$ cat config.mk
export PLATFORM = sky130hd
export DESIGN_NAME = led_pattern_seq_flat
export DESIGN_NICKNAME = d
export VERILOG_FILES = /design/src/rtl/led_pattern_seq_if.sv /design/src/rtl/led_pattern_seq.sv /design/src/flat_wrapper.sv
export SDC_FILE = /design/constraint.sdc
export NUM_CORES = 1
export LEC_CHECK = 0
export ABC_AREA = 1
export ABC_CLOCK_PERIOD_IN_PS = 1500
export BUFFER_PORTS_ARGS = -buffer_cell sky130_fd_sc_hd__buf_2
export CAP_MARGIN = 20
export CELL_PAD_IN_SITES_DETAIL_PLACEMENT = 1
export CELL_PAD_IN_SITES_GLOBAL_PLACEMENT = 2
export CORE_AREA = 2 2 92 72
export CTS_CLUSTER_DIAMETER = 150
export DETAILED_ROUTE_END_ITERATION = 8
export DIE_AREA = 0 0 94 74
export GPL_TIMING_DRIVEN = 0
export PLACE_DENSITY_LB_ADDON = 0.1
export RECOVER_POWER = 50
export SLEW_MARGIN = 15
export SYNTH_ARGS = -nofsm -noshare
export SYNTH_HDL_FRONTEND = slang
export SYNTH_SLANG_ARGS = --single-unit
export TNS_END_PERCENT = 50
$ cat constraint.sdc
create_clock -name C -period 1.5 [get_ports C]
set_input_delay 0.075 -clock C [delete_from_list [all_inputs] [get_ports C]]
set_output_delay 0.075 -clock C [all_outputs]
set_load 0.1 [all_outputs]
$ cat src/rtl/led_pattern_seq_if.sv
// -----------------------------------------------------------------------------
// led_pattern_seq_if
// Bundles the pattern sequencer's functional signals. Clock and reset stay
// plain ports on the sequencer.
//   CE   : step enable, one C cycle wide, synchronous to C
//   BTN  : raw push-button, active-high, asynchronous, bouncing
//   LEDS : LED drive, bit0 = LD0 (registered in the sequencer)
//   MODE : current pattern mode (registered in the sequencer)
// The slave modport is the sequencer's view; master is the driver's view.
// -----------------------------------------------------------------------------
interface led_pattern_seq_if;
   logic       CE;
   logic       BTN;
   logic [3:0] LEDS;
   logic [1:0] MODE;

   modport slave (
      input  CE,
      input  BTN,
      output LEDS,
      output MODE
   );

   modport master (
      output CE,
      output BTN,
      input  LEDS,
      input  MODE
   );
endinterface

$ cat src/rtl/led_pattern_seq.sv
// -----------------------------------------------------------------------------
// led_pattern_seq
// Drives the four on-board LEDs from a 10 Hz step enable using one of four
// button-selectable patterns: binary count, scanner, blink-all and dimmed-on.
// The raw button is synchronised, debounced, and each accepted press steps
// the mode. Everything runs on the 1 MHz clock C; CE is only an enable.
//
// Ports:
//   C    in   1 MHz clock, rising edge
//   CLR  in   asynchronous active-high reset
//   bus  slave modport of led_pattern_seq_if (CE, BTN in; LEDS, MODE out)
//
// Parameters:
//   DEB_CYCLES  stable cycles needed to accept a button level change (2..65535)
//   DIM_DUTY    on-slots out of 16 in DIM mode (0..16)
// -----------------------------------------------------------------------------
module led_pattern_seq #(
   parameter int DEB_CYCLES = 20000,
   parameter int DIM_DUTY   = 4
) (
   input  logic                 C,
   input  logic                 CLR,
   led_pattern_seq_if.slave     bus
);

   // Terminal debounce count and the 5-bit duty threshold, so that a duty of
   // 16 compares above every 4-bit PWM value.
   localparam logic [15:0] DEB_LAST = 16'(DEB_CYCLES - 1);
   localparam logic [4:0]  DUTY     = 5'(DIM_DUTY);

   typedef enum logic [1:0] {
      MODE_BINARY = 2'b00,
      MODE_SCAN   = 2'b01,
      MODE_BLINK  = 2'b10,
      MODE_DIM    = 2'b11
   } mode_e;

   // Scanner position to one-hot LED pattern.
   function automatic logic [3:0] scan_onehot(input logic [1:0] pos);
      logic [3:0] pat;
      case (pos)
         2'd0:    pat = 4'b0001;
         2'd1:    pat = 4'b0010;
         2'd2:    pat = 4'b0100;
         2'd3:    pat = 4'b1000;
         default: pat = 4'b0000;
      endcase
      return pat;
   endfunction

   // DIM-mode LED pattern for a given PWM slot.
   function automatic logic [3:0] dim_pattern(input logic [3:0] pwm);
      logic [3:0] pat;
      if ({1'b0, pwm} < DUTY) begin
         pat = 4'b1111;
      end else begin
         pat = 4'b0000;
      end
      return pat;
   endfunction

   logic        sync1_q,      sync1_d;
   logic        sync2_q,      sync2_d;
   logic        deb_level_q,  deb_level_d;
   logic [15:0] deb_cnt_q,    deb_cnt_d;
   mode_e       mode_q,       mode_d;
   logic [3:0]  count_q,      count_d;
   logic [1:0]  scan_pos_q,   scan_pos_d;
   logic        scan_down_q,  scan_down_d;
   logic        blink_q,      blink_d;
   logic [3:0]  pwm_q,        pwm_d;
   logic [3:0]  leds_q,       leds_d;

   logic        btn_s;
   logic        press_s;

   // State register: every flop returns to its idle value on CLR.
   always_ff @(posedge C or posedge CLR) begin
      if (CLR) begin
         sync1_q     <= 1'b0;
         sync2_q     <= 1'b0;
         deb_level_q <= 1'b0;
         deb_cnt_q   <= 16'd0;
         mode_q      <= MODE_BINARY;
         count_q     <= 4'd0;
         scan_pos_q  <= 2'd0;
         scan_down_q <= 1'b0;
         blink_q     <= 1'b0;
         pwm_q       <= 4'd0;
         leds_q      <= 4'b0000;
      end else begin
         sync1_q     <= sync1_d;
         sync2_q     <= sync2_d;
         deb_level_q <= deb_level_d;
         deb_cnt_q   <= deb_cnt_d;
         mode_q      <= mode_d;
         count_q     <= count_d;
         scan_pos_q  <= scan_pos_d;
         scan_down_q <= scan_down_d;
         blink_q     <= blink_d;
         pwm_q       <= pwm_d;
         leds_q      <= leds_d;
      end
   end

   // Next-state logic: synchroniser, debouncer, mode FSM, patterns, LED drive.
   always_comb begin
      sync1_d     = bus.BTN;
      sync2_d     = sync1_q;
      btn_s       = sync2_q;
      deb_level_d = deb_level_q;
      deb_cnt_d   = deb_cnt_q;
      mode_d      = mode_q;
      count_d     = count_q;
      scan_pos_d  = scan_pos_q;
      scan_down_d = scan_down_q;
      blink_d     = blink_q;
      leds_d      = leds_q;
      press_s     = 1'b0;

      // The PWM slot counter is free-running in every mode.
      pwm_d = pwm_q + 4'd1;

      // The counter only runs while the synchronised input disagrees with the
      // accepted level; any return to agreement restarts the qualification.
      // The press pulse is generated combinationally on the accepting cycle so
      // the mode advances on the same edge the debounced level rises.
      if (btn_s != deb_level_q) begin
         if (deb_cnt_q == DEB_LAST) begin
            deb_level_d = btn_s;
            deb_cnt_d   = 16'd0;
            press_s     = btn_s;
         end else begin
            deb_cnt_d   = deb_cnt_q + 16'd1;
         end
      end else begin
         deb_cnt_d = 16'd0;
      end

      // A press takes priority over a coincident CE, which is dropped.
      if (press_s) begin
         case (mode_q)
            MODE_BINARY: mode_d = MODE_SCAN;
            MODE_SCAN:   mode_d = MODE_BLINK;
            MODE_BLINK:  mode_d = MODE_DIM;
            MODE_DIM:    mode_d = MODE_BINARY;
            default:     mode_d = MODE_BINARY;
         endcase
         count_d     = 4'd0;
         scan_pos_d  = 2'd0;
         scan_down_d = 1'b0;
         blink_d     = 1'b0;
      end else if (bus.CE) begin
         case (mode_q)
            MODE_BINARY: begin
               count_d = count_q + 4'd1;
            end
            MODE_SCAN: begin
               // Direction flips as an end LED is reached, so ends light once.
               if (scan_down_q) begin
                  scan_pos_d = scan_pos_q - 2'd1;
                  if (scan_pos_q == 2'd1) begin
                     scan_down_d = 1'b0;
                  end else begin
                     scan_down_d = scan_down_q;
                  end
               end else begin
                  scan_pos_d = scan_pos_q + 2'd1;
                  if (scan_pos_q == 2'd2) begin
                     scan_down_d = 1'b1;
                  end else begin
                     scan_down_d = scan_down_q;
                  end
               end
            end
            MODE_BLINK: begin
               blink_d = ~blink_q;
            end
            MODE_DIM: begin
               count_d = count_q;
            end
            default: begin
               count_d = count_q;
            end
         endcase
      end else begin
         mode_d = mode_q;
      end

      // LEDS is derived from next state so a step or mode change shows on
      // the same edge that causes it.
      case (mode_d)
         MODE_BINARY: leds_d = count_d;
         MODE_SCAN:   leds_d = scan_onehot(scan_pos_d);
         MODE_BLINK:  leds_d = {4{blink_d}};
         MODE_DIM:    leds_d = dim_pattern(pwm_d);
         default:     leds_d = 4'b0000;
      endcase
   end

   assign bus.LEDS = leds_q;
   assign bus.MODE = mode_q;

endmodule

$ cat src/flat_wrapper.sv
// flat-port wrapper written by rule: the top's interface ports become plain ports
module led_pattern_seq_flat 
#(
   parameter int DEB_CYCLES = 20000,
   parameter int DIM_DUTY   = 4
)
  (C, CLR, bus_CE, bus_BTN, bus_LEDS, bus_MODE);
  led_pattern_seq_if bus_i ();
  input  logic C;
  input  logic CLR;
  input wire logic [$bits(bus_i.CE)-1:0] bus_CE;
  input wire logic [$bits(bus_i.BTN)-1:0] bus_BTN;
  output wire logic [$bits(bus_i.LEDS)-1:0] bus_LEDS;
  output wire logic [$bits(bus_i.MODE)-1:0] bus_MODE;
  assign bus_i.CE = bus_CE;
  assign bus_i.BTN = bus_BTN;
  assign bus_LEDS = bus_i.LEDS;
  assign bus_MODE = bus_i.MODE;
  led_pattern_seq #(.DEB_CYCLES(DEB_CYCLES), .DIM_DUTY(DIM_DUTY)) u_core (.C(C), .CLR(CLR), .bus(bus_i));
endmodule
# [After elaboration in Yosys (flattened, before gate mapping)]
# Index checks and enable logic that the tools add are counted.
# W data, S select, Z words.
[word_totals] ff_bits=37 inputBits=4 out_inout_bits=6 elab_cells=63
[op_classes] n_addsub=5 n_lt_le_gt_ge=1 eq_ne=13 mux=25 bitwise_logic=1 n_reduce_logical=7
[ops] cell="$mux W16" count=2
[ops] cell="$pmux W4 S4" count=2
[ops] cell="$add A16 B1 Y16 const B" count=1
[ops] cell="$eq A16 B15 Y1 const B" count=1
[ops] cell="$mux W4" count=4
[ops] cell="$eq A2 B2 Y1 const B" count=7
[ops] cell="$mux W1" count=11
[ops] cell="$mux W2" count=5
[ops] cell="$add A4 B1 Y4 const B" count=2
[ops] cell="$eq A2 B1 Y1 const B" count=4
[ops] cell="$pmux W2 S4" count=1
[ops] cell="$logic_not A2 Y1" count=3
[ops] cell="$lt A4 B3 Y1 const B" count=1
[ops] cell="$reduce_and A2 Y1" count=2
[ops] cell="$reduce_bool A2 Y1" count=2
[ops] cell="$add A2 B1 Y2 const B" count=1
[ops] cell="$sub A2 B1 Y2 const B" count=1
[ops] cell="$ne A1 B1 Y1" count=1
[ops] cell="$not A1 Y1" count=1

# [Longest topological paths before layout]
[logic_depth] depth_word=8 depth_mapped=10 depth_no_buf=10

# [Least setup slack after synthesis]
# OpenSTA, ideal clock, no wires.
[synth_path] kind="flip-flop to flip-flop" startpoint="register u_core.mode_q[0], in the netlist u_core.bus.MODE[0]" endpoint="register u_core.leds_q[0], in the netlist u_core.bus.LEDS[0]" setup_ps=126 arrival_ps=2002 required_time_ps=1374 slack_ps=-628 stages_incl_launch_ff=10 period_less_slack_ps=2128 path_cell_list="dfrtp_1 -> inv_1 -> ha_1 -> nand2_1 -> inv_1 -> or2_2 -> nand3_1 -> inv_1 -> nand3_1 -> nand3_1"
[synth_between] word_cells_on_any_way=25 cone_classes="eq/ne (9); mux (13); reduce/logical (3)"
[synth_lines] element="from (decl)" line_no="led_pattern_seq.sv:66" rtl="mode_e mode_q, mode_d;"
[synth_lines] element="from (signal assigned)" line_no="led_pattern_seq.sv:96" rtl="mode_q <= mode_d;"
[synth_lines] element="$logic_not A2 Y1" line_no="led_pattern_seq.sv:154" rtl="case (mode_q)"
[synth_lines] element="$mux W4" line_no="led_pattern_seq.sv:154"
[synth_lines] element="$mux W4" line_no="led_pattern_seq.sv:153" rtl="end else if (bus.CE) begin"
[synth_lines] element="$mux W4" line_no="led_pattern_seq.sv:141" rtl="if (press_s) begin"
[synth_lines] element="named net u_core.count_d[0]" line_no="led_pattern_seq.sv:67" rtl="logic [3:0] count_q, count_d;"
[synth_lines] element="$pmux W4 S4" line_no="led_pattern_seq.sv:192" rtl="case (mode_d)"
[synth_lines] element="named net u_core.leds_d[0]" line_no="led_pattern_seq.sv:72" rtl="logic [3:0] leds_q, leds_d;"
[synth_lines] element="to (signal assigned)" line_no="led_pattern_seq.sv:102" rtl="leds_q <= leds_d;"
[synth_lines] element="to (decl)" line_no="led_pattern_seq.sv:72"
# The timed path passes the listed nets, and every way through them passes these cells.
# A chain may end at the register's enable or synchronous reset.

# [Worst setup path in the final report]
[layout_path] startpoint="register u_core.mode_q[0], in the netlist u_core.bus.MODE[0]" endpoint="register u_core.leds_q[1], in the netlist u_core.bus.LEDS[1]"
[layout_between] elab_chain_len=7 word_cells_on_any_way=25 cone_classes="eq/ne (9); mux (13); reduce/logical (3)"
[layout_rtl] element="$eq A2 B1 Y1" line_no="led_pattern_seq.sv:142, led_pattern_seq.sv:154"
[layout_rtl] element="$mux W2" line_no="led_pattern_seq.sv:154"
[layout_rtl] element="$mux W2" line_no="led_pattern_seq.sv:153"
[layout_rtl] element="$mux W2" line_no="led_pattern_seq.sv:141"
[layout_rtl] element="$eq A2 B2 Y1 (tied with other cells)" line_no="led_pattern_seq.sv:41" rtl="case (pos)"
[layout_rtl] element="$pmux W4 S4" line_no="led_pattern_seq.sv:41"
[layout_rtl] element="$pmux W4 S4 (*)" line_no="led_pattern_seq.sv:192"
[layout_rtl] element="named net u_core.leds_d[1]" line_no="led_pattern_seq.sv:72"
# Mark *: on every way through the listed nets, which the timed path passes. The rest lies on a longest branch.

==> results.sh <==
export IMPL_syn_area_per_cell_um2=8.57
export IMPL_overflow=0
export IMPL_wl_per_cell_um=13.7
export IMPL_synthFlopType="dfrtp_1"
export IMPL_crit_slowest_cell="dfrtp_4"
export IMPL_min_period_ns=1.57
export IMPL_postLayoutCellArea_um2=2640
export IMPL_drv_cap=0
export IMPL_grt_use_total_pct=14.8
export IMPL_synth_seq_cells=37
export IMPL_synth_area_um2=1930
export IMPL_crit_fanout=4
export IMPL_dp_slack_ns=-0.183
export IMPL_min_path_cells=5
export IMPL_wl_mm=4.82
export IMPL_yosys_cell_types_count=28
export IMPL_yosys_warnings=0
export IMPL_ir_drop_v=0.000472
export IMPL_cts_tree="yes"
export IMPL_yosys_area_top_type_share_pct=48.0
export IMPL_placedInstanceArea_um2=2200
export IMPL_die_y_um=74
export IMPL_finalClockSkew_ns=0.00344
export IMPL_setup_ws_ns=-0.0718
export IMPL_initial_core_util_pct=31.6
export IMPL_viasPerCell=4.47
export IMPL_antenna_found_initial=0
export IMPL_grt_pass1_vias=1580
export IMPL_syn_to_final_growth_pct=37.0
export IMPL_synth_edff_count=0
export IMPL_power_density_nw_per_um2=939
export IMPL_setup_worst_path_start_class="flip-flop"
export IMPL_ioPinCount=10
export IMPL_crit_chain="inv_4, ha_4, buf_4, nor2_4, nand4_1, nand2_2, nand2_1, nand3_4, nand3_1"
export IMPL_slew_headroom_pct=53.6
export IMPL_async_reset_ff_share_pct=100
export IMPL_final_common_cell="nand2_1"
export IMPL_yosys_area_top_type="dfrtp_1"
export IMPL_hpwl_mm=3.22
export IMPL_numCtsBuffers=5
export IMPL_post_route_period_util_pct=105
export IMPL_slowest_delay_ns=0.45
export IMPL_core_area_um2=6100
export IMPL_rows=25
export IMPL_gp_congestion=0.715
export IMPL_drive_gt1_share_pct=36.3
export IMPL_p_leak_uw=0.00122
export IMPL_synthCells=225
export IMPL_diodes=0
export IMPL_synth_nets=237
export IMPL_critPathArrivalTime_ns=1.74
export IMPL_grt_max_degree=30
export IMPL_grt_pass1_wl_mm=7.79
export IMPL_portBuffers=9
export IMPL_num_vias=1570
export IMPL_worst_pin_slew_ns=0.695
export IMPL_status="finished, violations left"
export IMPL_clk_pin_slew_ns=0.07
export IMPL_die_w_um=94
export IMPL_max_clock_freq_mhz=636
export IMPL_ant_nets=0
export IMPL_layout_nets=281
export IMPL_crit_type="flip-flop to flip-flop"
export IMPL_cts_num_sinks=37
export IMPL_synth_seq_area_share_pct=48.0
export IMPL_failed_checks="negative setup slack"
export IMPL_synthTopCellsByArea="dfrtp_1 48%, nand2_1 7.6%, inv_1 6.4%"
export IMPL_worst_hold_path_type="input port to flip-flop"
export IMPL_r2r_worst_path_cells=9
export IMPL_required_ns=1.66
export IMPL_setup_viol=6
export IMPL_finalMaxSlewViolations=0
export IMPL_drtIter0Drc=40
export IMPL_drc=0
export IMPL_worst_skew_pair_late_latency_ns=0.28
export IMPL_rsz0062_at_grt="yes"
export IMPL_mostFrequentLayoutCells="34 x nand2_1, 33 x dfrtp_1, 26 x inv_1"
export IMPL_endpoint_kind="flip-flop"
export IMPL_die_area_um2=6960
export IMPL_ctsHtreeMaxLevel=2
export IMPL_drtPass1Iterations=4
export IMPL_cts_buffer_depth=2
export IMPL_hold_violations=0
export IMPL_cts_root_buffer="clkbuf_8"
[flip-flops by register name, indices dropped and copies added, names as in the netlist]
name	flops
u_core.deb_cnt_q	16
u_core.bus.LEDS	4
u_core.count_q	4
u_core.pwm_q	4
u_core.bus.MODE	2
u_core.scan_pos_q	2
u_core.blink_q	1
u_core.btn_s	1
u_core.deb_level_q	1
u_core.scan_down_q	1
u_core.sync1_q	1
[cell families after synthesis]
group                      share of synthesized area (%)
buffers and inverters                               7.72
xor gates and xnor gates                            4.99
DFF                                                 48.0
adders and majority gates                           5.19
and+or+nand+nor                                     28.7
AOI/OAI and AO/OA                                   5.45
[critical path, delay by kind of cell (launching register included)]
kind | cells | cell delay [ns]
adders and majority gates | 1 | 0.17
buffers and inverters | 2 | 0.19
DFF | 1 | 0.45
and+or+nand+nor | 6 | 0.63
[cell type report]
cell class / instances / area (µm²)
plain buffers: 1 / 11.3
clock buffers: 8 / 80.1
flip-flops and latches: 37 / 936
inverters: 35 / 146
fillers: 720 / 3460
multi-input cells: 152 / 1090
repair buffers: 37 / 280
well taps: 81 / 101
[worst paths after layout]
kind,end,slack [ns],startpoint
max,u_core.bus.LEDS[1],-0.07,u_core.bus.MODE[0]
min,u_core.blink_q,0.25,bus_CE
max reg2reg,u_core.bus.LEDS[1],-0.07,u_core.bus.MODE[0]
min reg2reg,u_core.btn_s,0.36,u_core.sync1_q
max in group asynchronous,u_core.bus.MODE[1],0.15,CLR
min in group asynchronous,u_core.deb_cnt_q[13],0.29,CLR
[where the power goes]
| part | internal (µW) | total [µW] | switching (µW) | leakage [µW] |
|---|---|---|---|---|
| Clock | 331 | 672 | 342 | 0.0000395 |
| Combinational | 173 | 674 | 501 | 0.000702 |
| Sequential | 1090 | 1140 | 45.5 | 0.000481 |
[synthesized netlist by cell type (2+ instances only)]
library cell	count
xor2_1	6
nand2_1	39
nand3_2	3
dfrtp_1	37
nand3_1	20
nor3_2	2
nand4_1	5
nor4_1	2
nor3_1	3
or2_2	2
ha_1	8
nor2_1	26
xnor2_1	5
o21ai_2	3
o21ai_0	5
nor2_2	6
a21oi_1	6
inv_1	33
nand2_2	5
[per-layer routing]
layer  share of wire [%]  vias to the layer above  global-route usage, %  wire [µm]
met4                 1.1                        0                   4.03         51
met3                 1.9                        4                   3.04         92
met1                  53                      746                   22.1       2560
met2                  44                       11                   21.8       2110
li1                    -                      809                      -          -
met5                   0                        -                      0          0
[through the flow]
step | hold slack (ns) | instances | setup TNS (ns) | util, % | total power [µW]
finish | 0.249 | 351 | -0.271 | 43.3 | 2480
floorplan | 0.106 | 225 | -0.254 | - | 1650
CTS | 0.245 | 345 | -0.212 | 42.3 | 2490
detailed placement | 0.00892 | 316 | -1.66 | 36.1 | 1770
global placement | 0.185 | 315 | -4.36 | 35.8 | 1770
global route | 0.270 | 351 | -1.57 | 43.3 | 2620
[what timing repair did]
item / CTS / global route
pin swaps: 14 / 13
setup endpoints to repair: 10 / 13
endpoints found under the hold margin: 38 / 0
resized for setup: 26 / 10
hold buffers: 2 / 0
cloned: 2 / 0
buffers inserted: 18 / 6
Note: power is estimated with default switching activity, not from simulation.
